$ cat config.mk
export PLATFORM = sky130hd
export DESIGN_NAME = dataflow_sync_ctrl_flat
export DESIGN_NICKNAME = d
export VERILOG_FILES = /design/src/rtl/dataflow_sync_ctrl_if.sv /design/src/rtl/dataflow_sync_ctrl.sv /design/src/flat_wrapper.sv
export SDC_FILE = /design/constraint.sdc
export NUM_CORES = 1
export LEC_CHECK = 0
export CORE_MARGIN = 2
export CORE_UTILIZATION = 38
export DETAILED_ROUTE_END_ITERATION = 7
export PLACE_DENSITY = 0.61
export REMOVE_ABC_BUFFERS = 1
export SLEW_MARGIN = 20
export SYNTH_ARGS = -nofsm -noshare
export SYNTH_HDL_FRONTEND = slang
export SYNTH_SLANG_ARGS = --single-unit
$ cat constraint.sdc
create_clock -name dl_clock -period 5.9 [get_ports dl_clock]
set_clock_uncertainty 0.2 [all_clocks]
set_input_delay 1.18 -clock dl_clock [delete_from_list [all_inputs] [get_ports dl_clock]]
set_output_delay 1.18 -clock dl_clock [all_outputs]
set_load 0.03 [all_outputs]
$ cat src/rtl/dataflow_sync_ctrl_if.sv
// Task and per-process handshake bundle between a dataflow sequencer and its environment.
// The slave side is the sequencer; the master side issues tasks and models the processes.
interface dataflow_sync_ctrl_if #(
  parameter int PROC_NUM = 2
);
  logic                ap_start;
  logic                ap_ready;
  logic                ap_done;
  logic                ap_continue;
  logic                ap_idle;
  logic [PROC_NUM-1:0] proc_start;
  logic [PROC_NUM-1:0] proc_ready;
  logic [PROC_NUM-1:0] proc_done;
  logic [PROC_NUM-1:0] proc_continue;
  logic [PROC_NUM-1:0] done_reg;
  logic                stall_flag;
  logic [PROC_NUM-1:0] stall_vec;

  modport master (
    output ap_start, ap_continue, proc_ready, proc_done,
    input  ap_ready, ap_done, ap_idle, proc_start, proc_continue, done_reg,
           stall_flag, stall_vec
  );

  modport slave (
    input  ap_start, ap_continue, proc_ready, proc_done,
    output ap_ready, ap_done, ap_idle, proc_start, proc_continue, done_reg,
           stall_flag, stall_vec
  );
endinterface

$ cat src/rtl/dataflow_sync_ctrl.sv
// Starts PROC_NUM dataflow processes per task, latches their dones and releases them together.
// A no-progress watchdog records which processes were still outstanding when it fired.
module dataflow_sync_ctrl #(
  parameter int PROC_NUM    = 2,
  parameter int STALL_LIMIT = 1000,
  parameter int CNT_W       = 32
) (
  input  logic                  dl_clock,
  input  logic                  dl_reset,
  dataflow_sync_ctrl_if.slave   bus
);

  localparam logic [CNT_W-1:0] LIMIT = CNT_W'(STALL_LIMIT);

  typedef enum logic [1:0] {
    S_IDLE,
    S_START,
    S_RUN,
    S_DONE
  } state_t;

  state_t              r_state;
  logic                r_ap_idle;
  logic                r_ap_done;
  logic [PROC_NUM-1:0] r_start_ack;
  logic [PROC_NUM-1:0] r_done_reg;
  logic [CNT_W-1:0]    r_cnt;
  logic                r_stall_flag;
  logic [PROC_NUM-1:0] r_stall_vec;

  logic                w_in_start;
  logic                w_in_run;
  logic [PROC_NUM-1:0] w_proc_start;
  logic [PROC_NUM-1:0] w_new_ack;
  logic [PROC_NUM-1:0] w_new_done;
  logic                w_all_acked;
  logic                w_all_done;
  logic                w_progress;
  logic [CNT_W-1:0]    w_cnt_nxt;
  logic                w_stall_hit;

  assign w_in_start   = (r_state == S_START);
  assign w_in_run     = (r_state == S_RUN);
  assign w_proc_start = w_in_start ? ~r_start_ack : '0;
  assign w_new_ack    = w_proc_start & bus.proc_ready;
  assign w_all_acked  = w_in_start && (&(r_start_ack | w_new_ack));
  // A done arriving in the same cycle as the last outstanding one still completes the task.
  assign w_new_done   = w_in_run ? (bus.proc_done & ~r_done_reg) : '0;
  assign w_all_done   = w_in_run && (&(r_done_reg | bus.proc_done));
  assign w_progress   = (|w_new_ack) || (|w_new_done);

  always_comb begin
    w_cnt_nxt = '0;
    if ((w_in_start || w_in_run) && !w_progress) begin
      w_cnt_nxt = (r_cnt >= LIMIT) ? r_cnt : r_cnt + CNT_W'(1);
    end
  end

  assign w_stall_hit = (w_cnt_nxt >= LIMIT) && (w_in_start || w_in_run) && !w_progress;

  always_ff @(posedge dl_clock or negedge dl_reset) begin
    if (!dl_reset) begin
      r_state     <= S_IDLE;
      r_ap_idle   <= 1'b1;
      r_ap_done   <= 1'b0;
      r_start_ack <= '0;
      r_done_reg  <= '0;
    end else begin
      case (r_state)
        S_IDLE: begin
          if (bus.ap_start) begin
            r_state   <= S_START;
            r_ap_idle <= 1'b0;
          end
        end
        S_START: begin
          if (w_all_acked) begin
            r_start_ack <= '0;
            r_state     <= S_RUN;
          end else begin
            r_start_ack <= r_start_ack | w_new_ack;
          end
        end
        S_RUN: begin
          if (w_all_done) begin
            r_done_reg <= '0;
            r_state    <= S_DONE;
            r_ap_done  <= 1'b1;
          end else begin
            r_done_reg <= r_done_reg | w_new_done;
          end
        end
        S_DONE: begin
          if (bus.ap_continue) begin
            r_ap_done <= 1'b0;
            if (bus.ap_start) begin
              r_state <= S_START;
            end else begin
              r_state   <= S_IDLE;
              r_ap_idle <= 1'b1;
            end
          end
        end
        default: begin
          r_state   <= S_IDLE;
          r_ap_idle <= 1'b1;
          r_ap_done <= 1'b0;
        end
      endcase
    end
  end

  // The flag and its snapshot are captured once and only cleared by reset.
  always_ff @(posedge dl_clock or negedge dl_reset) begin
    if (!dl_reset) begin
      r_cnt        <= '0;
      r_stall_flag <= 1'b0;
      r_stall_vec  <= '0;
    end else begin
      r_cnt <= w_cnt_nxt;
      if (w_stall_hit && !r_stall_flag) begin
        r_stall_flag <= 1'b1;
        r_stall_vec  <= w_in_start ? ~r_start_ack : ~r_done_reg;
      end
    end
  end

  assign bus.ap_ready      = w_all_acked;
  assign bus.ap_done       = r_ap_done;
  assign bus.ap_idle       = r_ap_idle;
  assign bus.proc_start    = w_proc_start;
  assign bus.proc_continue = w_all_done ? '1 : '0;
  assign bus.done_reg      = r_done_reg;
  assign bus.stall_flag    = r_stall_flag;
  assign bus.stall_vec     = r_stall_vec;

endmodule

$ cat src/flat_wrapper.sv
// flat-port wrapper written by rule: the top's interface ports become plain ports
module dataflow_sync_ctrl_flat 
#(
  parameter int PROC_NUM    = 2,
  parameter int STALL_LIMIT = 1000,
  parameter int CNT_W       = 32
)
  (dl_clock, dl_reset, bus_ap_start, bus_ap_continue, bus_proc_ready, bus_proc_done, bus_ap_ready, bus_ap_done, bus_ap_idle, bus_proc_start, bus_proc_continue, bus_done_reg, bus_stall_flag, bus_stall_vec);
  dataflow_sync_ctrl_if #(.PROC_NUM(PROC_NUM)) bus_i ();
  input  logic dl_clock;
  input  logic dl_reset;
  input wire logic [$bits(bus_i.ap_start)-1:0] bus_ap_start;
  input wire logic [$bits(bus_i.ap_continue)-1:0] bus_ap_continue;
  input wire logic [$bits(bus_i.proc_ready)-1:0] bus_proc_ready;
  input wire logic [$bits(bus_i.proc_done)-1:0] bus_proc_done;
  output wire logic [$bits(bus_i.ap_ready)-1:0] bus_ap_ready;
  output wire logic [$bits(bus_i.ap_done)-1:0] bus_ap_done;
  output wire logic [$bits(bus_i.ap_idle)-1:0] bus_ap_idle;
  output wire logic [$bits(bus_i.proc_start)-1:0] bus_proc_start;
  output wire logic [$bits(bus_i.proc_continue)-1:0] bus_proc_continue;
  output wire logic [$bits(bus_i.done_reg)-1:0] bus_done_reg;
  output wire logic [$bits(bus_i.stall_flag)-1:0] bus_stall_flag;
  output wire logic [$bits(bus_i.stall_vec)-1:0] bus_stall_vec;
  assign bus_i.ap_start = bus_ap_start;
  assign bus_i.ap_continue = bus_ap_continue;
  assign bus_i.proc_ready = bus_proc_ready;
  assign bus_i.proc_done = bus_proc_done;
  assign bus_ap_ready = bus_i.ap_ready;
  assign bus_ap_done = bus_i.ap_done;
  assign bus_ap_idle = bus_i.ap_idle;
  assign bus_proc_start = bus_i.proc_start;
  assign bus_proc_continue = bus_i.proc_continue;
  assign bus_done_reg = bus_i.done_reg;
  assign bus_stall_flag = bus_i.stall_flag;
  assign bus_stall_vec = bus_i.stall_vec;
  dataflow_sync_ctrl #(.PROC_NUM(PROC_NUM), .STALL_LIMIT(STALL_LIMIT), .CNT_W(CNT_W)) u_core (.dl_clock(dl_clock), .dl_reset(dl_reset), .bus(bus_i));
endmodule
---- Yosys cells after proc, flatten, opt, wreduce, memory -nomap -nowiden ----
Index checks and enable logic that the tools add are counted.
word-level totals
  register bits ........................... 43
  input port bits ......................... 8
  word-level logic and storage cells ...... 67
  output and inout bits ................... 12
cells by class
  add/sub/neg operators ................... 1
  multiplexer cells ....................... 21
  equal/unequal tests ..................... 8
  bitwise gates (word level) .............. 7
  reductions and logical operators ........ 20
  $lt $le $gt $ge ......................... 2
operators with widths
  kind                                                                                    count
  32-bit by 10-bit greater-or-equal comparator with 1-bit output (second input constant)  2
  32-bit 2-to-1 mux                                                                       2
  32-bit by 1-bit adder with 32-bit output (second input constant)                        1
  2-bit 2-to-1 mux                                                                        10
  2-bit != test (second input constant)                                                   5
  2-bit one-hot mux with 4 select lines                                                   1
  4-bit AND reduction                                                                     2
  1-bit logical AND                                                                       6
  1-bit 2-to-1 mux                                                                        6
  2-bit bitwise OR                                                                        3
  2-bit AND                                                                               2
  2-bit equality test (second input constant)                                             2
  2-bit inverter                                                                          2
  1-bit one-hot mux with 2 select lines                                                   2
  2-bit AND reduction                                                                     2
  2-bit nonzero test                                                                      2
  2-bit OR reduction                                                                      2
  3-bit AND reduction                                                                     1
  2-bit by 1-bit equality test with 1-bit output (second input constant)                  1
  1-bit logical NOT                                                                       2
  2-bit logical NOT                                                                       1
  1-bit logical OR                                                                        2

---- Depth between registers and ports, before layout ----
Gate-level depths: netlist of the first run.
  word-level depth ........................ 12
  depth in mapped cells ................... 10
  depth with buffers taken out ............ 9

---- Worst setup path after synthesis of the first run ----
OpenSTA, ideal clock, no wires.
  path kind ............................... input port to output port
  start point ............................. in bus_proc_ready[0]
  end point ............................... out bus_ap_ready
  data arrival time ....................... 1.723 ns
  stages on the path ...................... 2
  path buffers ............................ 0
  slack ................................... 2.797 ns
  cell sequence ........................... o22ai_1 nor2_1
on the way
  word-level cells in the longest chain between the ends .. 4
RTL lines
  element              RTL line                  source
  start: declaration   flat_wrapper.sv:14        input wire logic [$bits(bus_i.proc_ready)-1:0] bus_proc_ready;
  2-bit AND            dataflow_sync_ctrl.sv:45  assign w_new_ack = w_proc_start & bus.proc_ready;
  2-bit bitwise OR     dataflow_sync_ctrl.sv:46  assign w_all_acked = w_in_start && (&(r_start_ack | w_new_ack));
  2-bit AND reduction  dataflow_sync_ctrl.sv:46
  1-bit logical AND    dataflow_sync_ctrl.sv:46
  end: declaration     flat_wrapper.sv:16        output wire logic [$bits(bus_i.ap_ready)-1:0] bus_ap_ready;
Every way passes these cells.

---- Worst setup path after layout of the first run ----
  start point ............................. in bus_proc_done[0]
  end point ............................... out bus_proc_continue[0]
on the way
  word-level cells in the longest chain between the ends .. 4
RTL lines
  element              RTL line                   source
  start: declaration   flat_wrapper.sv:15         input wire logic [$bits(bus_i.proc_done)-1:0] bus_proc_done;
  2-bit bitwise OR     dataflow_sync_ctrl.sv:49   assign w_all_done = w_in_run && (&(r_done_reg | bus.proc_done));
  2-bit AND reduction  dataflow_sync_ctrl.sv:49
  1-bit logical AND    dataflow_sync_ctrl.sv:49
  2-bit 2-to-1 mux     dataflow_sync_ctrl.sv:132  assign bus.proc_continue = w_all_done ? '1 : '0;
  end: declaration     flat_wrapper.sv:20         output wire logic [$bits(bus_i.proc_continue)-1:0] bus_proc_continue;
Every way passes these cells.

==> results of run 1 <==
placed cells by master, fill, tap and decap left out, types with 4 or more instances in the layout:
cell type and count:
sky130_fd_sc_hd__dfrtp_1 42, sky130_fd_sc_hd__clkdlybuf4s50_1 18, sky130_fd_sc_hd__ha_1 6, sky130_fd_sc_hd__xor2_1 4
sky130_fd_sc_hd__nor2_1 25, sky130_fd_sc_hd__nand2_1 11, sky130_fd_sc_hd__a21oi_1 9, sky130_fd_sc_hd__and2_1 21
sky130_fd_sc_hd__o22ai_1 4, sky130_fd_sc_hd__clkbuf_8 6, sky130_fd_sc_hd__nor4_1 5, sky130_fd_sc_hd__nand3_1 7
sky130_fd_sc_hd__inv_1 11
path summary, 6_finish.rpt:
check / startpoint / to / slack, ns / depth (start not counted)
worst max register to register: u_core.r_cnt[27]$_DFF_PN0_ / u_core.bus.stall_vec[1]$_DFFE_PN0P_ / 3.20 / 7
worst min-delay path: u_core.r_cnt[24]$_DFF_PN0_ / u_core.r_cnt[24]$_DFF_PN0_ / 0.29 / 1
worst max-delay path: bus_proc_done[0] / bus_proc_continue[0] / 1.74 / 4
min in group asynchronous: dl_reset / u_core.r_cnt[19]$_DFF_PN0_ / 0.82 / 1
worst min register to register: u_core.r_cnt[24]$_DFF_PN0_ / u_core.r_cnt[24]$_DFF_PN0_ / 0.29 / 1
max in group asynchronous: dl_reset / u_core.bus.done_reg[0]$_DFFE_PN0P_ / 4.11 / 1
area by class of cell:
cell class                 instances  area, sq um  area share
clock buffer                       6         82.6      0.0346
tap                               70         87.6      0.0367
multi-input combinational        137          895       0.375
inverter                          11         41.3      0.0173
clock inverter                     2         16.3     0.00682
timing repair buffer              19          185      0.0776
sequential                        43         1080       0.452
metrics by stage:
| stage | setup slack (ns) | instances |
|---|---|---|
| after floorplan | 2.38 | 191 |
| after global placement | 1.79 | 280 |
| after detailed placement | 1.76 | 280 |
| after CTS | 1.75 | 288 |
| after global routing | 1.69 | 288 |
| final | 1.74 | 288 |
report_power, final:
group | leakage, nW | internal (W) | total (W) | switching (W)
registers | 0.581 | 0.000332 | 0.000368 | 0.0000367
logic | 0.453 | 0.000138 | 0.000381 | 0.000243
clock network | 0.0474 | 0.0000955 | 0.000194 | 0.0000989
worst max-delay path, stage by stage:
cell and delay, ns:
sky130_fd_sc_hd__clkdlybuf4s50_1 0.50, sky130_fd_sc_hd__o22ai_1 0.13, sky130_fd_sc_hd__nor2_1 0.24, sky130_fd_sc_hd__clkdlybuf4s50_1 0.72
logic make-up (layout without fill, tap and decap cells):
group | Yosys count | in the layout | share of synthesized area
XOR/XNOR | 7 | 7 | 0.0294
buffers and inverters | 18 | 38 | 0.0569
adder cells (fa/ha/maj) | 6 | 6 | 0.0359
AND/OR/NAND/NOR | 89 | 89 | 0.230
AO/OA/AOI/OAI | 30 | 30 | 0.106
multiplexers | 5 | 5 | 0.0258
flip-flops | 43 | 43 | 0.516
layer usage:
layer	GRT usage	vias to the layer above	wire length (um)
li1	-	717	-
met1	0.180	664	1790
met2	0.185	25	1500
met3	0.0379	4	177
met4	0.0368	0	29
met5	0	-	0
==> results.txt, run 1 <==
- Critical Path Fanout Max: 4
* Fraction of final layout cells with drive strength greater than 1: 0.124
* Post-synth EDFFs: 0
- Area of the placeable core: roughly 5200 sq um
- The first TritonRoute pass finished after 4 iterations.
- Summed over all cells, the static leakage comes to ~1.1 nW.
- For this run, the register share of the synthesized area comes to 0.516.
- Power spread over the standard cell area amounts to a little under 400 nW/um^2.
* Area share of the largest cell type after synthesis: 0.503
- Warnings from Yosys: 0
* Fraction of registers with async set or reset after synthesis: 1.00
* Relative max-transition margin: 0.389
* Num rows: 26
- Height of the chip: 78.1 um
* Worst Hold Class: flip-flop to flip-flop
* DRC violation count after routing: 0
- By instance count, the leading cell after synthesis is sky130_fd_sc_hd__dfrtp_1.
- Across every metal layer, demand over resource in global routing totals 0.126.
- After synthesis the netlist holds a flip-flop and latch count of 43.
- Final Slew Violations: 0
* Horiz. Die Dim: approximately 78 um
- After clock tree synthesis, the clock-pin slew on the worst setup and hold paths is around 0.080 ns.
* Routed vias: roughly 1.4k
- Post-synthesis instance area: 2090 sq um
- Wire length of the first global-routing pass: approximately 6100 um
- Top-Level Pins: 20
- The number of antenna diodes in the final layout is 0.
- Initial drt markers: 63
* Cell at the root of the clock tree: sky130_fd_sc_hd__clkbuf_8
* Detailed placer's ending HPWL: 2520 um
* Outcome: complete, no violations
- The critical path in this run is classified as input port to output pin.
- Relative area change from synthesis to final layout: 14.2%
- Number of max-cap violations: 0
- Worst VDD drop: 0.000166 V
- In this run the cell area measured after placement is ~2300 sq um.
- Fillers: just over 500
- Worst-skew pair later-pin latency: ~0.29 ns
- The number of setup buffers added after CTS is 0.
- Inserted Clock Buffers: 5
- Endpoint class of the critical path: output pin
* Finish-stage setup viols: 0
- TritonCTS clock tree: yes
* Max FFs per register: 32
- Routed Wire Length: 3500 um
- Post-CTS sizing: 0
* Final core occ: 0.458
* Ratio of final minimum period to clock period: 0.705
- Counting distinct cell types in the post-synthesis netlist gives between 40 and 50.
- Sorting the synthesized cells by how often they occur yields sky130_fd_sc_hd__dfrtp_1 (42), sky130_fd_sc_hd__nor2_1 (26), sky130_fd_sc_hd__and2_1 (21).
- Post-route cell area: ~2400 sq um
* Number of antenna-violating nets in the routed design: 0
* Mapped Cells: 198
- RSZ-0062 raised after global routing: no
- The number of antenna violations at the first check in global routing is 0.
- Most area-hungry cell type in the Yosys netlist: sky130_fd_sc_hd__dfrtp_1
- Syn avg cell area: 10.5 sq um
* Final #Nets: between 200 and 250
* Final setup TNS: 0 ns
- At the pin with the least slew margin, the transition time is ~0.92 ns.
- STA classifies the critical path startpoint as an input port.
* Buffers on Ports: 19
- Final Hold Violating Endpoints: 0
- After global routing the overflow that remains totals 0.
- Clock tree buffer depth: 2
- Starting utilization of the core area: 0.401
* Final period demand of the worst path: 4.16 ns
- After detailed routing, the number of vias per cell comes to 4.90.
* Power after layout: 0.000944 W
- The H-tree was split into 2 levels.
* Number of global-route vias before repair: approximately 1.4k
- The tightest hold path in the finished design has a slack of a little under 0.3 ns.
- Count of hold buffers inserted by post-cts repair: 0
- The die covers about 6100 sq um.
* Achievable clock frequency: 0.240 GHz
* Most flop-heavy register: u_core.r_cnt
- STA puts the critical path data required time at between 4 and 5 ns.
* Number of clock sinks seen by CTS: 43
- Cell types with the largest area share after synthesis: sky130_fd_sc_hd__dfrtp_1 (50%), sky130_fd_sc_hd__and2_1 (6.3%), sky130_fd_sc_hd__nor2_1 (4.7%)
- In the final routed layout, each cell accounts on average for between 10 and 15 um.
- At the worst endpoint, the arrival time is ~2.8 ns.
- Entering global routing, the biggest net connects 44 pins.
- The most used flip-flop cell after synthesis is sky130_fd_sc_hd__dfrtp_1.
- Routability-driven placement finished with a final weighted congestion of a little under 0.8.
No activity file was read; power rests on OpenSTA's default activity.
==> run 2, diff against run 1 <==
--- a/config.mk
+++ b/config.mk
@@ -8,7 +8,7 @@
 export CORE_MARGIN = 2
 export CORE_UTILIZATION = 38
 export DETAILED_ROUTE_END_ITERATION = 7
-export PLACE_DENSITY = 0.61
+export PLACE_DENSITY = 0.63
 export REMOVE_ABC_BUFFERS = 1
 export SLEW_MARGIN = 20
 export SYNTH_ARGS = -nofsm -noshare
==> constraint.sdc (replaced) <==
create_clock -name dl_clock -period 3.8 [get_ports dl_clock]
set_clock_uncertainty 0.2 [all_clocks]
set_input_delay 0.76 -clock dl_clock [delete_from_list [all_inputs] [get_ports dl_clock]]
set_output_delay 0.76 -clock dl_clock [all_outputs]
set_load 0.03 [all_outputs]
==> results.txt, run 2 (synthesized netlist as in run 1, its figures left out) <==
- Post-detailed-route wirelength per cell: 12.3 um (was 12.1 um)
* Starting utilization of the core area: 0.401 (unchanged)
- Slew at the pin closest to its max-slew limit: 0.941 ns (was 0.916 ns)
* Achievable clock frequency: between 0.2 and 0.3 GHz
* Final setup TNS: 0 ns (unchanged)
- Area of the placeable core: 5200 sq um (unchanged)
- The post-CTS repair timing setup buffer count was 0 (unchanged).
- The clock period could shrink to about 3.3 ns.
- The net total in the final layout was 232 (was 231).
* RSZ-0062 raised after global routing: no (unchanged)
- The total wire length is 3570 um (was 3500 um).
- Startpoint kind of the worst setup timing path: input port (unchanged)
- RePlAce Congestion: 0.794 (was 0.783)
- Clock-pin slew on the worst setup and hold paths: 0.08 ns (about the same)
- The static leakage came to 1.10 nW (was 1.08 nW).
- The largest register by flop count is u_core.r_cnt (unchanged).
- The kind of end point of the critical path is an output pin (unchanged).
* Num rows: 26 (unchanged)
- The number of antenna violations at the first check in global routing came to 0 (unchanged).
* Number of global-route vias before repair: 1382 (was 1366)
- CP max-delay cell: sky130_fd_sc_hd__clkdlybuf4s50_1 (unchanged)
- The area taken by flip-flops and latches came to 1080 sq um (unchanged).
- The iteration count of the initial detailed-routing pass came to 4 (unchanged).
- Multi-input logic area: 892 sq um (was 895 sq um)
- The total CTS buffers was 5 (unchanged).
- Area enclosed by the die boundary: 6100 sq um (unchanged)
- DRC violation count after routing: 0 (unchanged)
- The share of post-route cells with drive strength above 1 is 0.123 (was 0.124).
- The TritonCTS clock tree is yes (unchanged).
- Critical Path Fanout Max: 4 (unchanged)
- The internal power is 0.00100 W (was 0.000566 W).
* Hold wc startpoint: u_core.r_cnt[11]$_DFF_PN0_ (was u_core.r_cnt[24]$_DFF_PN0_)
- The total grt overflow came to 0 (unchanged).
* Launch point of the worst reg-to-reg path: u_core.r_cnt[15]$_DFF_PN0_ (was u_core.r_cnt[27]$_DFF_PN0_)
- The number of setup violations in the final report came to 0 (unchanged).
* Height of the chip: 78.1 um (unchanged)
- Sum of buffers and inverters on the critical path: 2 (unchanged)
- The maximum buffer depth of the clock tree came to 2 (unchanged).
- Final Slew Violations: 0 (unchanged)
- The combined global-route utilization of all metal layers was 0.139 (was 0.126).
- Final Hold Violating Endpoints: 0 (unchanged)
- The cell occurring most often along the worst timing path was sky130_fd_sc_hd__clkdlybuf4s50_1 (unchanged).
- The global-route wire length before repair is 6600 um (was 6130 um).
* Top-Level Pins: 20 (unchanged)
- Total power density per cell area: 656 nW/um^2 (was 396 nW/um^2)
- The number of DRC markers after the initial detailed-route iteration was 65 (was 63).
- Buffers on Ports: 19 (unchanged)
- The overall via count from detail_route is 1438 (was 1410).
- Highest-count cells in the layout ignoring fill and taps: sky130_fd_sc_hd__dfrtp_1 (42), sky130_fd_sc_hd__nor2_1 (26), sky130_fd_sc_hd__and2_1 (21) (was sky130_fd_sc_hd__dfrtp_1 (42), sky130_fd_sc_hd__nor2_1 (25), sky130_fd_sc_hd__and2_1 (21)).
* Gate power share: 0.375 (was 0.404)
- Power after layout: 0.00159 W (was 0.000944 W)
* Max FFs per register: 32 (unchanged)
- Number of non-filler instances in the completed layout: 289 (was 288)
* CTS H-Tree Depth: 2 (unchanged)
* Cell at the root of the clock tree: sky130_fd_sc_hd__clkbuf_8 (unchanged)
- Number of antenna-violating nets in the routed design: 0 (unchanged)
- Crit-path leading delay family: buffers and inverters (unchanged)
- The cell area reported after detailed placement was 2290 sq um (was 2280 sq um).
- Worst Hold Class: flip-flop to flip-flop (unchanged)
- The register share of total power came to 0.361 (was 0.390).
- The critical path startpoint was bus_proc_done[0] (unchanged).
* Worst path max stage delay: 0.72 ns (about the same)
- Horiz. Die Dim: 78.1 um (unchanged)
* Sw Ratio: 0.370 (was 0.401)
- The switching power total came to 0.000590 W (was 0.000378 W).
- The count of filler cells inserted in the layout was 490 (was 515).
* Relative max-transition margin: 0.373 (was 0.389)
* Outcome: complete, no violations (unchanged)
* Required time of the critical path: 2.84 ns (was 4.52 ns)
* Critical path start-end classification: input port to output pin (unchanged)
- The cell total after placement was 281 (was 280).
- The fraction of power consumed by the clock network was 0.264 (was 0.206).
- The largest vdd supply drop came to 0.000385 V (was 0.000166 V).
- Maximum number of pins on one net before global-route repair: 44 (unchanged)
- Relative area change from synthesis to final layout: 16.2% (was 14.2%)
- Post-CTS sizing: 0 (unchanged)
- Worst endpoint data arrival time: 2.38 ns (was 2.78 ns)
* Count of hold buffers inserted by post-cts repair: 0 (unchanged)
- Number of max-cap violations: 0 (unchanged)
* Ratio of final minimum period to clock period: 0.880
* Most common cell after layout, fill and taps aside: sky130_fd_sc_hd__dfrtp_1 (unchanged)
- The number of diodes is 0 (unchanged).
- Detailed-route vias per instance: 4.98 (was 4.90)
- Final core occ: 0.466 (was 0.458)
* Cells along the critical path: clkdlybuf4s50_1, o22ai_1, nor2_1, clkdlybuf4s50_1 (unchanged)
- Number of clock sinks seen by CTS: 43 (unchanged)
- Worst-skew pair later-pin latency: 0.30 ns (was 0.29 ns)
- The final design area excluding fillers is 2430 sq um (was 2380 sq um).
- The placed wire-length estimate was 2580 um (was 2520 um).
-- run 2: changes by cell type in the layout (fill, tap and decap cells not counted), sizes merged --
cell,previous run,this run
buf,1,2
bufinv,0,2
clkbuf,6,5
clkinv,1,0
-- run 2: stage by stage --
stage	setup WS, ns	hold WS [ns]
5_1_grt	0.375	0.308
4_1_cts	0.446	0.295
2_1_floorplan	1.12	0.254
6_report	0.458	0.288
3_3_place_gp	0.512	0.270
3_5_place_dp	0.443	0.272
-- run 2: path summary, 6_finish.rpt --
kind / end / slack [ns] / depth (start not counted)
min: u_core.r_cnt[11]$_DFF_PN0_ / 0.29 / 1
max reg2reg: u_core.bus.stall_vec[1]$_DFFE_PN0P_ / 1.02 / 7
max in group asynchronous: u_core.r_cnt[26]$_DFF_PN0_ / 2.42 / 1
max: bus_proc_continue[0] / 0.46 / 4
min reg2reg: u_core.r_cnt[11]$_DFF_PN0_ / 0.29 / 1
min in group asynchronous: u_core.r_cnt[0]$_DFF_PN0_ / 0.40 / 1
-- run 2: power groups by stage --
stage	Combinational (W)	Clock [W]	Sequential, W
4_1_cts	0.000611	0.000429	0.000575
3_5_place_dp	0.000607	0	0.000584
5_1_grt	0.000680	0.000461	0.000587
3_3_place_gp	0.000604	0	0.000582
6_report	0.000598	0.000420	0.000575
2_1_floorplan	0.000356	0	0.000612
-- run 2: worst register-to-register path, stage by stage, from the launching register on --
cell and delay, ns:
sky130_fd_sc_hd__dfrtp_1 0.39, sky130_fd_sc_hd__nor4_1 0.36, sky130_fd_sc_hd__nand4_1 0.35, sky130_fd_sc_hd__or2_4 0.38, sky130_fd_sc_hd__o41ai_4 0.36, sky130_fd_sc_hd__a211oi_2 0.13, sky130_fd_sc_hd__o21ai_2 0.16, sky130_fd_sc_hd__mux2_1 0.34
-- run 2: final cells by class --
class | instances | area share
sequential | 43 | 0.444
multi-input combinational | 137 | 0.368
clock buffer | 5 | 0.0284
inverter | 11 | 0.0170
timing repair buffer | 20 | 0.0794
tap | 70 | 0.0361
clock inverter | 3 | 0.0278
-- run 2: routing by layer --
layer	vias to the layer above	GRT usage	routed length [um]
met4	0	0.0474	56
met5	-	0	0
met2	26	0.209	1640
li1	720	-	-
met3	5	0.0448	110
met1	687	0.190	1760
